### src/rtl/alu_mc.sv
// alu_mc: multi-cycle execute-stage ALU with valid/ready operand and result handshakes.
// Ports: clk, rst_n (sync, active low); in_valid/in_ready with OP1, OP2, cmd;
//        out_valid/out_ready with RES, eq_bit, ovF, div_zero (held while out_valid).
module alu_mc #(
   parameter int WIDTH = 16
) (
   input  logic             clk,
   input  logic             rst_n,
   input  logic             in_valid,
   output logic             in_ready,
   input  logic [WIDTH-1:0] OP1,
   input  logic [WIDTH-1:0] OP2,
   input  logic [3:0]       cmd,
   output logic             out_valid,
   input  logic             out_ready,
   output logic [WIDTH-1:0] RES,
   output logic             eq_bit,
   output logic             ovF,
   output logic             div_zero
);

   localparam int SHW = $clog2(WIDTH);
   localparam logic [WIDTH-1:0] ONE = WIDTH'(1);

   typedef enum logic [1:0] {IDLE, CALC, DONE} state_t;

   state_t           state_q, state_d;
   logic [SHW-1:0]   cnt_q, cnt_d;
   logic [1:0]       sel_q, sel_d;
   logic [WIDTH-1:0] op2_q, op2_d;
   logic [WIDTH-1:0] hi_q, hi_d;
   logic [WIDTH-1:0] lo_q, lo_d;
   logic [WIDTH-1:0] res_q, res_d;
   logic             eq_q, eq_d;
   logic             ov_q, ov_d;
   logic             dz_q, dz_d;

   logic [WIDTH-1:0] add_r, sub_r, s_res;
   logic [SHW-1:0]   sh;
   logic             big, s_ov, s_dz, multi;

   // Single-cycle results straight from the port operands.
   always_comb begin
      add_r = OP1 + OP2;
      sub_r = OP1 + ~OP2 + ONE;
      sh    = OP2[SHW-1:0];
      big   = |OP2[WIDTH-1:SHW];
      s_res = '0;
      s_ov  = 1'b0;
      s_dz  = 1'b0;
      multi = 1'b0;
      case (cmd)
         4'h0: begin
            s_res = add_r;
            s_ov  = (OP1[WIDTH-1] == OP2[WIDTH-1]) &&
                    (add_r[WIDTH-1] != OP1[WIDTH-1]);
         end
         4'h1: begin
            s_res = sub_r;
            s_ov  = (OP1[WIDTH-1] != OP2[WIDTH-1]) &&
                    (sub_r[WIDTH-1] != OP1[WIDTH-1]);
         end
         4'h2: s_res = big ? '0 : OP1 << sh;
         4'h3: s_res = WIDTH'(OP1 > OP2);
         4'h4: s_res = big ? '0 : OP1 >> sh;
         4'h5: s_res = OP1 & OP2;
         4'h6: s_res = OP1 | OP2;
         4'h7: s_res = WIDTH'(OP1 == OP2);
         4'h8, 4'h9: multi = 1'b1;
         4'hA: begin
            if (OP2 == '0) begin
               s_res = '1;
               s_dz  = 1'b1;
            end else begin
               multi = 1'b1;
            end
         end
         4'hB: begin
            if (OP2 == '0) begin
               s_res = OP1;
               s_dz  = 1'b1;
            end else begin
               multi = 1'b1;
            end
         end
         4'hC: s_res = big ? {WIDTH{OP1[WIDTH-1]}}
                           : WIDTH'($signed(OP1) >>> sh);
         4'hD: s_res = WIDTH'($signed(OP1) < $signed(OP2));
         4'hE: s_res = OP1 ^ OP2;
         default: s_res = '0;
      endcase
   end

   // One iteration: hi:lo is product (shift-add) or remainder:quotient (restoring).
   logic [WIDTH:0]   m_sum, d_rem;
   logic [WIDTH-1:0] d_sub, step_hi, step_lo;
   logic             d_ge;

   always_comb begin
      m_sum = {1'b0, hi_q} + (lo_q[0] ? {1'b0, op2_q} : '0);
      d_rem = {hi_q, lo_q[WIDTH-1]};
      d_ge  = d_rem >= {1'b0, op2_q};
      d_sub = d_rem[WIDTH-1:0] - op2_q;
      if (sel_q[1]) begin
         step_hi = d_ge ? d_sub : d_rem[WIDTH-1:0];
         step_lo = {lo_q[WIDTH-2:0], d_ge};
      end else begin
         step_hi = m_sum[WIDTH:1];
         step_lo = {m_sum[0], lo_q[WIDTH-1:1]};
      end
   end

   always_comb begin
      state_d = state_q;
      cnt_d   = cnt_q;
      sel_d   = sel_q;
      op2_d   = op2_q;
      hi_d    = hi_q;
      lo_d    = lo_q;
      res_d   = res_q;
      eq_d    = eq_q;
      ov_d    = ov_q;
      dz_d    = dz_q;
      case (state_q)
         IDLE: begin
            if (in_valid) begin
               eq_d  = OP1 == OP2;
               sel_d = cmd[1:0];
               op2_d = OP2;
               cnt_d = '0;
               if (multi) begin
                  state_d = CALC;
                  hi_d    = '0;
                  lo_d    = OP1;
               end else begin
                  state_d = DONE;
                  res_d   = s_res;
                  ov_d    = s_ov;
                  dz_d    = s_dz;
               end
            end
         end
         CALC: begin
            hi_d  = step_hi;
            lo_d  = step_lo;
            cnt_d = cnt_q + SHW'(1);
            // Last iteration writes the result directly.
            if (cnt_q == '1) begin
               state_d = DONE;
               res_d   = sel_q[0] ? step_hi : step_lo;
               ov_d    = ~sel_q[1] & (|step_hi);
               dz_d    = 1'b0;
            end
         end
         DONE: begin
            if (out_ready) state_d = IDLE;
         end
         default: state_d = IDLE;
      endcase
   end

   always_ff @(posedge clk) begin
      if (!rst_n) begin
         state_q <= IDLE;
         cnt_q   <= '0;
         sel_q   <= '0;
         op2_q   <= '0;
         hi_q    <= '0;
         lo_q    <= '0;
         res_q   <= '0;
         eq_q    <= 1'b0;
         ov_q    <= 1'b0;
         dz_q    <= 1'b0;
      end else begin
         state_q <= state_d;
         cnt_q   <= cnt_d;
         sel_q   <= sel_d;
         op2_q   <= op2_d;
         hi_q    <= hi_d;
         lo_q    <= lo_d;
         res_q   <= res_d;
         eq_q    <= eq_d;
         ov_q    <= ov_d;
         dz_q    <= dz_d;
      end
   end

   assign in_ready  = (state_q == IDLE);
   assign out_valid = (state_q == DONE);
   assign RES       = res_q;
   assign eq_bit    = eq_q;
   assign ovF       = ov_q;
   assign div_zero  = dz_q;

endmodule
### config.mk
export PLATFORM = sky130hd
export DESIGN_NAME = alu_mc
export DESIGN_NICKNAME = d
export VERILOG_FILES = /design/src/rtl/alu_mc.sv
export SDC_FILE = /design/constraint.sdc
export NUM_CORES = 1
export LEC_CHECK = 0
export CAP_MARGIN = 20
export CORE_ASPECT_RATIO = 1.75
export CORE_MARGIN = 2
export CORE_UTILIZATION = 60
export CTS_BUF_LIST = sky130_fd_sc_hd__clkbuf_4 sky130_fd_sc_hd__clkbuf_8 sky130_fd_sc_hd__clkbuf_16
export DETAILED_ROUTE_END_ITERATION = 8
export PLACE_DENSITY = 0.84
export SYNTH_ARGS = -nofsm -noshare
export SYNTH_HDL_FRONTEND = slang
export SYNTH_SLANG_ARGS = --single-unit
export TNS_END_PERCENT = 20
### constraint.sdc
create_clock -name clk -period 3.92 [get_ports clk]
set_input_delay 0.588 -clock clk [delete_from_list [all_inputs] [get_ports clk]]
set_output_delay 0.588 -clock clk [all_outputs]
set_load 0.01 [all_outputs]
==> impl_metrics.json, run 1 <==
{
  "wirelength_um": 40560,
  "total_power_mw": 2.993,
  "ir_drop_mv": 0.2250,
  "synth-seq-cells": 75,
  "drive_gt1_share_pct": 11.70,
  "crit_top_cell": "buf_4",
  "p_per_area_nw_per_um2": 267.1,
  "root_buffer": "clkbuf_16",
  "routedWlPerCell_um": 24.84,
  "critPathSlowestCell": "or4_1",
  "min_period_ns": 3.697,
  "netlist_area_um2": 9584,
  "synth_edf_count": 0,
  "clk_pin_slew_ns": 0.06,
  "core-area_um2": 15800,
  "max_freq_mhz": 270.5,
  "dr.pass1.iters": 5,
  "placed_area_um2": 10870,
  "arrival_ns": 3.93,
  "antenna_found_initial": 0,
  "worstSetupEndpointType": "flop",
  "crit_type": "reg2reg",
  "syn2layout_area_growth_pct": 16.89,
  "synth_cell_types": 81,
  "path_delay_family": "simple AND/OR/NAND/NOR gates",
  "outcome": "completed",
  "die-area_um2": 17040,
  "grt_max_degree": 46,
  "row_count": 61,
  "synth_area_per_cell_um2": 7.032,
  "slew_headroom_pct": 32.67,
  "required_ns": 4.15,
  "place_congestion": 1.032,
  "grt_overflow": 0,
  "die_h_um": 171.2,
  "synthFlopType": "dfxtp_1",
  "cts.sinks": 75,
  "setup_violations": 0,
  "fill_cells": 1309,
  "worst_clock_skew_ns": 0.008597,
  "cpPeakStageDelay_ns": 0.47,
  "power_leakage_nw": 4.639,
  "dp_slack_ns": -0.03314,
  "vias": 11500,
  "setup_tns_ns": 0,
  "cts_tree": "yes",
  "clockBufferDepth": 2,
  "max_cap_violations": 0,
  "holdWs_ns": 0.4655,
  "final_hold_viol_count": 0,
  "start_util_pct": 60.66,
  "die_x_um": 99.54,
  "postRouteAntennaNets": 0,
  "finalMaxSlewViolations": 0,
  "insertion_delay_ns": 0.35,
  "async_flop_share_pct": 0,
  "path_cells": "inv_1 -> ha_1 -> a21o_1 -> a211oi_2 -> and4_1 -> and3_1 -> nor2_4 -> buf_4 -> o311ai_1 -> buf_4 -> nand4_1 -> or4_1 -> nor4_1 -> nor2_1",
  "port-buffer-count": 60,
  "rsz0062_at_grt": "false",
  "critPathMaxFanout": 8,
  "drc": 0,
  "timing.final.crit_share_pct": 94.31,
  "nNetsFinal": 1565,
  "hold_class": "reg2reg",
  "final_cell_area_um2": 11200,
  "dp_hpwl_um": 31340,
  "grt_pass1_vias": 11020,
  "synth-seq-area-share_pct": 15.67,
  "worst_pin_slew_ns": 0.9994,
  "vias_per_cell": 7.040,
  "cp.buffers_inverters": 3,
  "syn_nets": 1489,
  "drt_iter0_drc": 957,
  "cp-start-kind": "flop",
  "track_usage_pct": 46.97,
  "yosysWarnings": 0,
  "setup_slack_ns": 0.2232,
  "grt_pass1_wl_um": 61080,
  "num_antenna_cells": 0,
  "numCtsBuffers": 9,
  "h-tree-depth": 3,
  "syn_inst": 1363,
  "pin_count": 61
}
==> cells by family after synthesis <==
kind of cell,after synthesis,synth area share (%)
AOI/OAI and AO/OA,428,28.64
xor gates and xnor gates,33,3.016
adders and majority gates,86,11.54
buffers and inverters,175,6.984
DFF,75,15.67
muxes,73,10.30
and+or+nand+nor,493,23.85
==> cells in the mapped netlist (12+ instances only) <==
cell | count | area (µm²)
dfxtp_1 | 75 | 1501
o21ai_0 | 59 | 295.3
inv_1 | 68 | 255.2
a21o_1 | 12 | 90.09
nor4_1 | 15 | 93.84
nand2_1 | 119 | 446.7
and2_1 | 17 | 106.4
a31oi_1 | 24 | 150.1
a21oi_1 | 137 | 685.7
clkbuf_1 | 80 | 300.3
nor3_1 | 41 | 205.2
mux4_2 | 20 | 450.4
nor2_1 | 181 | 679.4
nand4_1 | 17 | 106.4
a22oi_1 | 17 | 127.6
o21ai_1 | 25 | 125.1
a221oi_1 | 16 | 140.1
o211ai_1 | 16 | 120.1
mux2i_1 | 48 | 480.5
ha_1 | 82 | 1026
nand2b_1 | 15 | 93.84
xnor2_1 | 23 | 201.4
a211oi_1 | 34 | 255.2
nand3_1 | 38 | 190.2
==> power breakdown <==
part | switching [mW] | internal [mW]
sequential | 0.0491 | 0.803
clock | 0.370 | 0.503
combinational | 0.768 | 0.500
total | 1.19 | 1.81
==> layout make-up <==
type                    instances  area [µm²]  area share, %
inverters                      77       289.0          2.580
multi-input cells            1113        7453          66.53
repair buffers                163        1414          12.62
well taps                     189       236.5          2.111
clock buffers                   9       225.2          2.010
clock inverters                 7       82.58         0.7371
flip-flops and latches         75        1503          13.41
==> layer usage <==
metal | global-route usage, % | wire length (µm) | vias up
met1 | 46.97 | 13330 | 5366
met3 | 8.167 | 2866 | 252
met5 | 0 | 0 | -
met4 | 46.63 | 4984 | 0
li1 | - | - | 5150
met2 | 79.67 | 19380 | 729
==> final timing paths <==
kind / start / endpoint / slack [ns] / depth (start not counted)
worst max register to register: op2_q[14]$_SDFFE_PN0P_ / ovF$_SDFFE_PN0P_ / 0.22 / 14
worst max-delay path: op2_q[14]$_SDFFE_PN0P_ / ovF$_SDFFE_PN0P_ / 0.22 / 14
worst min register to register: eq_bit$_SDFFE_PN0P_ / eq_bit$_SDFFE_PN0P_ / 0.47 / 2
worst min-delay path: eq_bit$_SDFFE_PN0P_ / eq_bit$_SDFFE_PN0P_ / 0.47 / 2
==> registers in the layout, summed over array words and instances, names as in the netlist <==
register / flops
div_zero: 1
lo_q: 16
op2_q: 16
eq_bit: 1
cnt_q: 4
sel_q: 2
ovF: 1
state_q: 2
RES: 16
hi_q: 16
==> tightest hold or removal path, delay by kind of cell (launching register included) <==
| kind | cells | cell delay (ns) |
|---|---|---|
| DFF | 1 | 0.31 |
| and+or+nand+nor | 1 | 0.05 |
| AOI/OAI and AO/OA | 1 | 0.06 |
==> through the flow <==
stage,util [%],instances
after floorplan,-,1363
after global placement,68.78,1616
after detailed placement,68.78,1616
after CTS,70.73,1632
after global routing,70.91,1633
final,70.91,1633
==> cells in the final DEF, fill, tap and decap left out, types with 8 or more instances in the layout <==
| cell | count |
|---|---|
| o21ai_0 | 59 |
| a22oi_1 | 17 |
| mux4_2 | 20 |
| o211ai_1 | 16 |
| nor4_1 | 15 |
| and2_1 | 17 |
| nand2_1 | 119 |
| nand3_1 | 38 |
| clkbuf_16 | 9 |
| nor2b_1 | 8 |
| ha_1 | 81 |
| inv_1 | 68 |
| nand4_1 | 17 |
| a211oi_1 | 34 |
| a21o_1 | 12 |
| clkdlybuf4s50_1 | 58 |
| inv_2 | 8 |
| nor2_1 | 181 |
| o21ai_1 | 24 |
| mux2i_1 | 48 |
| dfxtp_1 | 74 |
| or3_1 | 10 |
| xor2_1 | 10 |
| a21oi_1 | 136 |
| xnor2_1 | 23 |
| a31oi_1 | 24 |
| a221oi_1 | 16 |
| buf_4 | 99 |
| a2111oi_0 | 10 |
| nand2b_1 | 15 |
| nor3_1 | 41 |
==> timing repair <==
item	in CTS	in global routing
endpoints found under the setup margin	0	1
hold buffers	0	0
resized for setup	0	5
setup buffers	0	1
Power figures use the tool's default switching activity.
==> run 2, diff against run 1 <==
Settings changed: SKIP_LAST_GASP from default to 1.
Clock period 3.92 ns to 4.45 ns, I/O delays scaled along.
==> impl_metrics.json, run 2 (same netlist as run 1, synthesis figures left out) <==
{
  "outcome": "completed",
  "holdWs_ns": 0.4730,
  "ir_drop_mv": 0.1759,
  "max_cap_violations": 0,
  "slew_headroom_pct": 14.19,
  "rsz0062_at_grt": "false",
  "final_cell_area_um2": 10880,
  "die_h_um": 171.2,
  "arrival_ns": 4.36,
  "numCtsBuffers": 9,
  "grt_pass1_vias": 11150,
  "setup_slack_ns": 0.3190,
  "final_core_util_pct": 68.84,
  "power_leakage_nw": 4.459,
  "vias": 11620,
  "setup_tns_ns": 0,
  "wirelength_um": 42270,
  "placed_area_um2": 10590,
  "routedWlPerCell_um": 26.42,
  "row_count": 61,
  "h-tree-depth": 3,
  "p_per_area_nw_per_um2": 234.2,
  "min_period_ns": 4.131,
  "post_cts_resized": 0,
  "crit_type": "reg2reg",
  "worstSetupEndpointType": "flop",
  "final_cell_mix": "181 x nor2_1, 137 x a21oi_1, 119 x nand2_1",
  "drive_gt1_share_pct": 9.355,
  "core-area_um2": 15800,
  "start_util_pct": 60.66,
  "worst_pin_slew_ns": 1.274,
  "cts_hold_buf": 0,
  "clk_pin_slew_ns": 0.07,
  "dp_slack_ns": 0.2209,
  "max_freq_mhz": 242.1,
  "num_antenna_cells": 0,
  "syn2layout_area_growth_pct": 13.47,
  "cp-start-kind": "flop",
  "critPathMaxFanout": 10,
  "instances_no_fill": 1600,
  "die-area_um2": 17040,
  "finalMaxSlewViolations": 0,
  "post_cts_buffers": 0,
  "port-buffer-count": 60,
  "drt_iter0_drc": 1250,
  "grt_max_degree": 56,
  "insertion_delay_ns": 0.35,
  "track_usage_pct": 49.18,
  "antenna_found_initial": 0,
  "grt_overflow": 0,
  "postRouteAntennaNets": 0,
  "hold_class": "reg2reg",
  "drc": 0,
  "setup_violations": 0,
  "final_hold_viol_count": 0,
  "root_buffer": "clkbuf_16",
  "dp_hpwl_um": 31580,
  "cts_tree": "yes",
  "mostFrequentLayoutCell": "nor2_1",
  "vias_per_cell": 7.263,
  "dr.pass1.iters": 8,
  "cts.sinks": 75,
  "worst_clock_skew_ns": 0.01227,
  "timing.final.crit_share_pct": 92.83,
  "nNetsFinal": 1532,
  "pin_count": 61,
  "clockBufferDepth": 2,
  "place_congestion": 1.044,
  "placed_cells": 1584,
  "die_x_um": 99.54,
  "required_ns": 4.68,
  "total_power_mw": 2.547,
  "grt_pass1_wl_um": 63780
}
==> run 2: cell types whose count changed in the layout (fill, tap and decap cells not counted), sizes merged <==
cell and change:
buf -33, clkinvlp -1, clkinv +2, inv -1, bufinv -1, clkbuf +1
==> run 2: worst max-delay path, stage by stage, from the launching register on <==
cell and delay, ns:
dfxtp_1 0.37, inv_1 0.06, ha_1 0.35, a21o_1 0.21, a211oi_2 0.53, and4_1 0.36, and3_1 0.36, nor2_4 0.15
o311ai_1 0.52, nand4_1 0.17, or4_1 0.48, nor4_1 0.38, nor2_1 0.07
==> run 2: where the power goes <==
group	internal, mW	switching, mW	leakage [nW]	total (mW)
clock network	0.398	0.310	0.139	0.707
logic	0.404	0.687	3.71	1.09
registers	0.707	0.0405	0.612	0.748
total	1.51	1.04	4.46	2.55
==> run 2: path summary, 6_finish.rpt <==
path	slack [ns]	cells past startpoint	startpoint	to
worst max-delay path	0.32	12	op2_q[14]$_SDFFE_PN0P_	ovF$_SDFFE_PN0P_
worst max register to register	0.32	12	op2_q[14]$_SDFFE_PN0P_	ovF$_SDFFE_PN0P_
worst min-delay path	0.47	2	eq_bit$_SDFFE_PN0P_	eq_bit$_SDFFE_PN0P_
worst min register to register	0.47	2	eq_bit$_SDFFE_PN0P_	eq_bit$_SDFFE_PN0P_
==> run 2: per-layer routing <==
metal	vias to the layer above	share of wire [%]	wire length, µm	GRT usage (%)
met1	5375	32	13470	49.76
met4	0	12	5271	48.84
met5	-	0	0	0
met2	856	46	19280	80.23
met3	311	10	4240	12.03
li1	5078	-	-	-
==> run 2: area by class of cell <==
class	instances	area, µm²
multi-input cells	1113	7432
fillers	1307	4923
flip-flops and latches	75	1503
repair buffers	130	1129
inverters	77	289.0
clock buffers	10	239.0
well taps	189	236.5
clock inverters	6	47.55
